File: config.mk
export PLATFORM = sky130hd
export DESIGN_NAME = alu_muldiv_seq_flat
export DESIGN_NICKNAME = d
export VERILOG_FILES = /design/src/rtl/alu_muldiv_seq_pkg.sv /design/src/rtl/alu_muldiv_seq_if.sv /design/src/rtl/alu_muldiv_seq_muldiv_step.sv /design/src/rtl/alu_muldiv_seq.sv /design/src/flat_wrapper.sv
export SDC_FILE = /design/constraint.sdc
export NUM_CORES = 1
export LEC_CHECK = 0
export BUFFER_PORTS_ARGS = -buffer_cell sky130_fd_sc_hd__buf_2
export CELL_PAD_IN_SITES_DETAIL_PLACEMENT = 1
export CELL_PAD_IN_SITES_GLOBAL_PLACEMENT = 2
export CORE_ASPECT_RATIO = 1.4
export CORE_MARGIN = 2
export CORE_UTILIZATION = 36
export CTS_CLUSTER_SIZE = 24
export DETAILED_ROUTE_END_ITERATION = 12
export GPL_TIMING_DRIVEN = 0
export PLACE_DENSITY = 0.85
export SLEW_MARGIN = 20
export SYNTH_ARGS = -nofsm -noshare
export SYNTH_HDL_FRONTEND = slang
export SYNTH_SLANG_ARGS = --single-unit
File: constraint.sdc
create_clock -name clk -period 8.5 [get_ports clk]
set_clock_uncertainty 0.2 [all_clocks]
set_input_delay 0 -clock clk [delete_from_list [all_inputs] [get_ports clk]]
set_output_delay 0 -clock clk [all_outputs]
set_load 0.005 [all_outputs]
File: src/rtl/alu_muldiv_seq_pkg.sv
// Shared encodings for the multi-cycle MUL/DIV sequencer: operation codes,
// FSM states and the two ALU opcodes the sequencer issues.
package alu_muldiv_seq_pkg;

   localparam int unsigned ALU_OP_DEF_W = 6;

   localparam logic [ALU_OP_DEF_W-1:0] ADD_OP = 6'd0;
   localparam logic [ALU_OP_DEF_W-1:0] SUB_OP = 6'd1;

   typedef enum logic [1:0] {
      MD_MUL   = 2'b00,
      MD_MULHU = 2'b01,
      MD_DIVU  = 2'b10,
      MD_REMU  = 2'b11
   } md_op_e;

   typedef enum logic [1:0] {
      MDS_IDLE = 2'b00,
      MDS_RUN  = 2'b01,
      MDS_DONE = 2'b10
   } md_state_e;

   function automatic logic md_is_div(md_op_e op);
      return op[1];
   endfunction

endpackage

File: src/rtl/alu_muldiv_seq_if.sv
// Pipeline-side request/response bundle of the MUL/DIV sequencer.
// master: the EX stage issuing ops; slave: the sequencer.
interface alu_muldiv_seq_if #(
   parameter int unsigned XLEN = 32
);
   logic            start;
   logic [1:0]      op;
   logic [XLEN-1:0] opr_a;
   logic [XLEN-1:0] opr_b;
   logic            kill;
   logic            busy;
   logic            done;
   logic [XLEN-1:0] res;

   modport master (
      output start, op, opr_a, opr_b, kill,
      input  busy, done, res
   );

   modport slave (
      input  start, op, opr_a, opr_b, kill,
      output busy, done, res
   );
endinterface

File: src/rtl/alu_muldiv_seq_muldiv_step.sv
// One shift-add (multiply) or restoring shift-subtract (divide) iteration.
// The ALU does the 32-bit add/sub; carry and compare are resolved here.
module muldiv_step #(
   parameter int unsigned XLEN = 32
) (
   input  logic            is_div_i,
   input  logic [XLEN-1:0] acc_i,      // hi (mul) / rem (div)
   input  logic [XLEN-1:0] lo_i,       // lo (mul) / quo (div)
   input  logic [XLEN-1:0] opnd_i,     // mcand (mul) / dvsr (div)
   input  logic [XLEN-1:0] alu_res_i,
   output logic [XLEN-1:0] alu_a_o,
   output logic [XLEN-1:0] alu_b_o,
   output logic [XLEN-1:0] acc_o,
   output logic [XLEN-1:0] lo_o
);

   logic [XLEN:0] s;
   logic          carry;
   logic          ge;

   assign s     = {acc_i, lo_i[XLEN-1]};
   assign carry = (alu_res_i < acc_i);
   // A set top bit of S means S exceeds any XLEN-bit divisor.
   assign ge    = s[XLEN] | (s[XLEN-1:0] >= opnd_i);

   always_comb begin
      alu_a_o = '0;
      alu_b_o = '0;
      acc_o   = acc_i;
      lo_o    = lo_i;
      if (is_div_i) begin
         alu_a_o = s[XLEN-1:0];
         alu_b_o = opnd_i;
         acc_o   = ge ? alu_res_i : s[XLEN-1:0];
         lo_o    = {lo_i[XLEN-2:0], ge};
      end else begin
         alu_a_o = acc_i;
         alu_b_o = lo_i[0] ? opnd_i : '0;
         acc_o   = {carry, alu_res_i[XLEN-1:1]};
         lo_o    = {alu_res_i[0], lo_i[XLEN-1:1]};
      end
   end

endmodule

File: src/rtl/alu_muldiv_seq.sv
// Multi-cycle unsigned MUL/MULHU/DIVU/REMU sequencer that borrows the EX-stage
// ALU for one add or subtract per cycle; XLEN iterations per operation.
module alu_muldiv_seq
   import alu_muldiv_seq_pkg::*;
#(
   parameter int unsigned XLEN     = 32,
   parameter int unsigned ALU_OP_W = 6,
   parameter int unsigned CNT_W    = 6
) (
   input  logic                clk,
   input  logic                reset,
   alu_muldiv_seq_if.slave     md,
   output logic                alu_req_o,
   output logic [XLEN-1:0]     alu_opr_a_o,
   output logic [XLEN-1:0]     alu_opr_b_o,
   output logic [ALU_OP_W-1:0] alu_op_o,
   input  logic [XLEN-1:0]     alu_res_i
);

   localparam logic [CNT_W-1:0] LastCnt = CNT_W'(XLEN - 1);

   md_state_e       state_q, state_d;
   md_op_e          op_q, op_d;
   logic [CNT_W-1:0] cnt_q, cnt_d;
   logic [XLEN-1:0] acc_q, acc_d;
   logic [XLEN-1:0] lo_q, lo_d;
   logic [XLEN-1:0] opnd_q, opnd_d;
   logic [XLEN-1:0] res_q, res_d;

   logic            run;
   logic            is_div;
   logic            new_div;
   logic [XLEN-1:0] step_a, step_b, step_acc, step_lo;

   assign run     = (state_q == MDS_RUN);
   assign is_div  = md_is_div(op_q);
   assign new_div = md_is_div(md_op_e'(md.op));

   muldiv_step #(
      .XLEN (XLEN)
   ) u_step (
      .is_div_i  (is_div),
      .acc_i     (acc_q),
      .lo_i      (lo_q),
      .opnd_i    (opnd_q),
      .alu_res_i (alu_res_i),
      .alu_a_o   (step_a),
      .alu_b_o   (step_b),
      .acc_o     (step_acc),
      .lo_o      (step_lo)
   );

   always_comb begin
      state_d = state_q;
      op_d    = op_q;
      cnt_d   = cnt_q;
      acc_d   = acc_q;
      lo_d    = lo_q;
      opnd_d  = opnd_q;
      res_d   = res_q;
      unique case (state_q)
         MDS_IDLE: begin
            if (md.start && !md.kill) begin
               state_d = MDS_RUN;
               op_d    = md_op_e'(md.op);
               cnt_d   = '0;
               acc_d   = '0;
               lo_d    = new_div ? md.opr_a : md.opr_b;
               opnd_d  = new_div ? md.opr_b : md.opr_a;
            end
         end
         MDS_RUN: begin
            if (md.kill) begin
               state_d = MDS_IDLE;
            end else begin
               acc_d = step_acc;
               lo_d  = step_lo;
               if (cnt_q == LastCnt) begin
                  state_d = MDS_DONE;
                  unique case (op_q)
                     MD_MUL:   res_d = step_lo;
                     MD_MULHU: res_d = step_acc;
                     MD_DIVU:  res_d = step_lo;
                     MD_REMU:  res_d = step_acc;
                     default:  res_d = res_q;
                  endcase
               end else begin
                  cnt_d = cnt_q + 1'b1;
               end
            end
         end
         MDS_DONE: state_d = MDS_IDLE;
         default:  state_d = MDS_IDLE;
      endcase
   end

   always_ff @(posedge clk or posedge reset) begin
      if (reset) begin
         state_q <= MDS_IDLE;
         op_q    <= MD_MUL;
         cnt_q   <= '0;
         acc_q   <= '0;
         lo_q    <= '0;
         opnd_q  <= '0;
         res_q   <= '0;
      end else begin
         state_q <= state_d;
         op_q    <= op_d;
         cnt_q   <= cnt_d;
         acc_q   <= acc_d;
         lo_q    <= lo_d;
         opnd_q  <= opnd_d;
         res_q   <= res_d;
      end
   end

   // A kill arriving during DONE swallows the completion pulse.
   assign md.done = (state_q == MDS_DONE) && !md.kill;
   assign md.busy = (state_q != MDS_IDLE);
   assign md.res  = res_q;

   assign alu_req_o   = run;
   assign alu_opr_a_o = run ? step_a : '0;
   assign alu_opr_b_o = run ? step_b : '0;
   assign alu_op_o    = (run && is_div) ? ALU_OP_W'(SUB_OP) : ALU_OP_W'(ADD_OP);

endmodule

File: src/flat_wrapper.sv
// flat-port wrapper written by rule: the top's interface ports become plain ports
module alu_muldiv_seq_flat import alu_muldiv_seq_pkg::*;
#(
   parameter int unsigned XLEN     = 32,
   parameter int unsigned ALU_OP_W = 6,
   parameter int unsigned CNT_W    = 6
)
  (clk, reset, alu_req_o, alu_opr_a_o, alu_opr_b_o, alu_op_o, alu_res_i, md_start, md_op, md_opr_a, md_opr_b, md_kill, md_busy, md_done, md_res);
  alu_muldiv_seq_if #(.XLEN(XLEN)) md_i ();
  input  logic clk;
  input  logic reset;
  output logic alu_req_o;
  output logic [XLEN-1:0] alu_opr_a_o;
  output logic [XLEN-1:0] alu_opr_b_o;
  output logic [ALU_OP_W-1:0] alu_op_o;
  input  logic [XLEN-1:0] alu_res_i;
  input wire logic [$bits(md_i.start)-1:0] md_start;
  input wire logic [$bits(md_i.op)-1:0] md_op;
  input wire logic [$bits(md_i.opr_a)-1:0] md_opr_a;
  input wire logic [$bits(md_i.opr_b)-1:0] md_opr_b;
  input wire logic [$bits(md_i.kill)-1:0] md_kill;
  output wire logic [$bits(md_i.busy)-1:0] md_busy;
  output wire logic [$bits(md_i.done)-1:0] md_done;
  output wire logic [$bits(md_i.res)-1:0] md_res;
  assign md_i.start = md_start;
  assign md_i.op = md_op;
  assign md_i.opr_a = md_opr_a;
  assign md_i.opr_b = md_opr_b;
  assign md_i.kill = md_kill;
  assign md_busy = md_i.busy;
  assign md_done = md_i.done;
  assign md_res = md_i.res;
  alu_muldiv_seq #(.XLEN(XLEN), .ALU_OP_W(ALU_OP_W), .CNT_W(CNT_W)) u_core (.clk(clk), .reset(reset), .md(md_i), .alu_req_o(alu_req_o), .alu_opr_a_o(alu_opr_a_o), .alu_opr_b_o(alu_opr_b_o), .alu_op_o(alu_op_o), .alu_res_i(alu_res_i));
endmodule
==> run_results.csv <==
group,metric,value,unit
clock_tree,clkSinkCount,138,
timing,tns,0,ns
routing,avgViaCountPerCell,5.473,
clock_tree,clock_latency,0.44,ns
global_routing,grt_pass1_vias,11462,
layout,n_antenna_cell,0,
floorplanning,placementRows,72,
clock_tree,cts.htree.levels,4,
place,dp.cells,1752,
place,place_congestion,0.9107,
clock_tree,clockRootBuffer,"clkbuf_16",
timing,setup-violations-final,0,
layout,layout-drive-gt1-share,0.1872,
routing,drt_first_pass_iters,5,
worst_setup_path,cp-end-kind,"flop",
place,place_hpwl,30290,um
timing,hold_viol,0,
timing,rsz0062_at_grt,"false",
floorplanning,die-area,29540,sq um
global_routing,grt_pass1_wl,64800,um
timing,report.final.slew_viol_count,0,
timing,fmax,0.2722,GHz
worst_setup_path,cp_num_buf_inv,3,
yosys,syn_area,10140,sq um
worst_setup_path,critPathLaunchType,"flop",
floorplanning,die_width,145.8,um
global_routing,grt_usage,0.2817,
worst_setup_path,critPathSlowestCell,"nor4b_2",
power_and_ir_drop,power_leakage,6.683,nW
yosys,yosysUniqueCellTypes,53,
worst_setup_path,worst_ep_arrival_time,3.80,ns
floorplanning,ios,207,
worst_setup_path,cp_top_family,"simple AND/OR/NAND/NOR gates",
yosys,synth_seq_cells,138,
worst_setup_path,crit_type,"reg2reg",
worst_setup_path,cp_max_fo,10,
routing,drt_iter0_markers,505,
clock_tree,clkTransAtPathRegs,0.06,ns
job,max-cap-violations,0,
timing,setup_ws,4.826,ns
global_routing,antenna_found_initial,0,
worst_setup_path,crit_path_cell_trace,"nor4b_2, nor2_1, clkbuf_1, buf_2, a22oi_1, o21ai_1, dlygate4sd3_1",
routing,detail_route.wl_per_cell,21.41,um
min_path,holdCritPathClass,"in2reg",
clock_tree,clockBufferDepth,2,
outcome,status,"completed",
yosys,synthFlopType,"dfrtp_1",
timing,post-route-period-util,0.4323,
layout,fillCellCount,3374,
yosys,syn_area_per_cell,8.620,sq um
clock_tree,tritoncts,"built",
yosys,postSynthCellCount,1176,
yosys,ys_warn_count,0,
yosys,synth_edf_count,0,
routing,ant_nets,0,
global_routing,overflow,0,
global_routing,grt_max_degree,94,
yosys,synthArstFlopShare,1.000,
timing,period_needed,3.674,ns
routing,routed_wl,41420,um
worst_setup_path,cpPeakStageDelay,0.93,ns
yosys,synth_seq_area_share,0.3407,
place,dp_slack,5.452,ns
floorplanning,core,27660,sq um
layout,nNetsFinal,1718,
layout,stdcell_count,1935,
layout,synthToLayoutAreaGrowth,35.86,%
power_and_ir_drop,p_per_area,217.9,nW/um^2
clock_tree,numCtsBuffers,17,
floorplanning,die_y,202.6,um
power_and_ir_drop,ir_worst_vdd,0.1653,mV
layout,utilization,0.4980,
routing,drc,0,
timing,tightestPinTransition,1.069,ns
place,portBuffers,201,
timing,slew_headroom,0.2856,
worst_setup_path,required,8.62,ns
routing,via_count,10591,
floorplanning,start_util,0.3665,
==> cell usage after synthesis, types with 4 or more instances <==
cell	number	area share
o21ai_1	18	0.0089
clkbuf_1	65	0.024
a31oi_1	30	0.019
dfrtp_1	138	0.34
nor3_1	45	0.022
a21o_1	30	0.022
mux2i_1	124	0.12
nand3_1	5	0.0025
buf_1	10	0.0037
nor2b_1	32	0.020
inv_1	67	0.025
a211oi_1	64	0.047
buf_4	7	0.0052
o21ai_0	36	0.018
nand4_1	10	0.0062
buf_2	5	0.0025
and2_1	4	0.0025
o21a_1	6	0.0044
ha_1	64	0.079
mux2_2	32	0.036
nand2_1	86	0.032
nor2_1	140	0.052
a21oi_1	85	0.042
a22oi_1	30	0.022
==> stage by stage <==
stage	hold slack [ns]	cell area [sq um]	total power, mW
6_report	0.09002	13770	3.001
2_1_floorplan	-0.1670	10150	1.688
3_5_place_dp	-0.1731	11660	2.114
3_3_place_gp	0.08719	11620	2.077
4_1_cts	0.07558	13770	2.996
5_1_grt	0.1636	13770	3.175
==> per-layer routing <==
metal | vias to the layer above | global-route usage | wire (um)
met5 | - | 0 | 0
met4 | 0 | 0.1120 | 1146
met3 | 68 | 0.02764 | 1461
met2 | 266 | 0.5037 | 21260
met1 | 5316 | 0.3476 | 17560
li1 | 4941 | - | -
==> sequential cells by signal, summed over array words and instances (netlist names) <==
| name | cells |
|---|---|
| u_core.acc_q | 32 |
| u_core.cnt_q | 6 |
| u_core.lo_q | 32 |
| u_core.md.res | 32 |
| u_core.op_q | 2 |
| u_core.opnd_q | 32 |
| u_core.state_q | 2 |
==> worst paths after layout <==
kind                                    from          endpoint  slack, ns  cells past startpoint
setup reg to reg           u_core.state_q[1]   u_core.acc_q[3]       4.83                      7
min in group asynchronous              reset   u_core.acc_q[7]       0.50                      4
hold / removal                      md_op[1]   u_core.lo_q[29]       0.09                      5
hold reg to reg              u_core.lo_q[22]   u_core.lo_q[22]       0.31                      1
max in group asynchronous              reset  u_core.acc_q[29]       6.74                      5
setup / recovery           u_core.state_q[1]   u_core.acc_q[3]       4.83                      7
==> power breakdown <==
group | switching [mW] | internal (mW) | total (mW) | leakage (nW)
clock network | 0.316 | 0.475 | 0.791 | 0.296
logic | 0.727 | 0.546 | 1.27 | 4.64
registers | 0.160 | 0.777 | 0.938 | 1.75
total | 1.20 | 1.80 | 3.00 | 6.68
==> worst min-delay path, cell delays in order <==
cell      delay [ns]
buf_2           0.17
nor2b_1         0.13
a211oi_1        0.07
a211oi_1        0.22
a21o_1          0.10
==> cells in the final DEF, fill, tap and decap left out, types with 18 or more instances in the layout <==
cell and count:
dfrtp_1 138, nand2_1 86, a22oi_1 30, a31oi_1 30, clkbuf_1 66, a21oi_1 85, dlygate4sd3_1 151, o21ai_0 36
a21o_1 30, a211oi_1 64, nor2b_1 32, nor3_1 45, inv_1 66, mux2_2 32, mux2i_1 124, buf_2 206
nor2_1 140, o21ai_1 18, ha_1 64
==> timing repair <==
item	CTS	global route
gates resized for setup	0	0
hold buffers	151	0
buffers inserted	0	0
hold endpoints to repair	272	0
==> cells by family (layout without fill, tap and decap cells) <==
logic type,after synthesis,in the layout,synth area share
buffers and inverters,159,544,0.06579
muxes,156,156,0.1580
xor gates and xnor gates,3,3,0.002592
other,1,5,0.0003699
and+or+nand+nor,339,339,0.1524
DFF,138,138,0.3407
adders and majority gates,64,64,0.07899
AOI/OAI and AO/OA,316,316,0.2012
==> area by class of cell <==
class | count | area [sq um] | area share
repair buffers | 353 | 2545 | 0.1848
clock inverters | 12 | 147.6 | 0.01072
multi-input cells | 883 | 6032 | 0.4380
flip-flops and latches | 138 | 3453 | 0.2507
well taps | 370 | 462.9 | 0.03361
clock buffers | 20 | 456.7 | 0.03316
inverters | 68 | 262.8 | 0.01908
plain buffers | 91 | 411.6 | 0.02989
(Power assumes the default switching activity.)
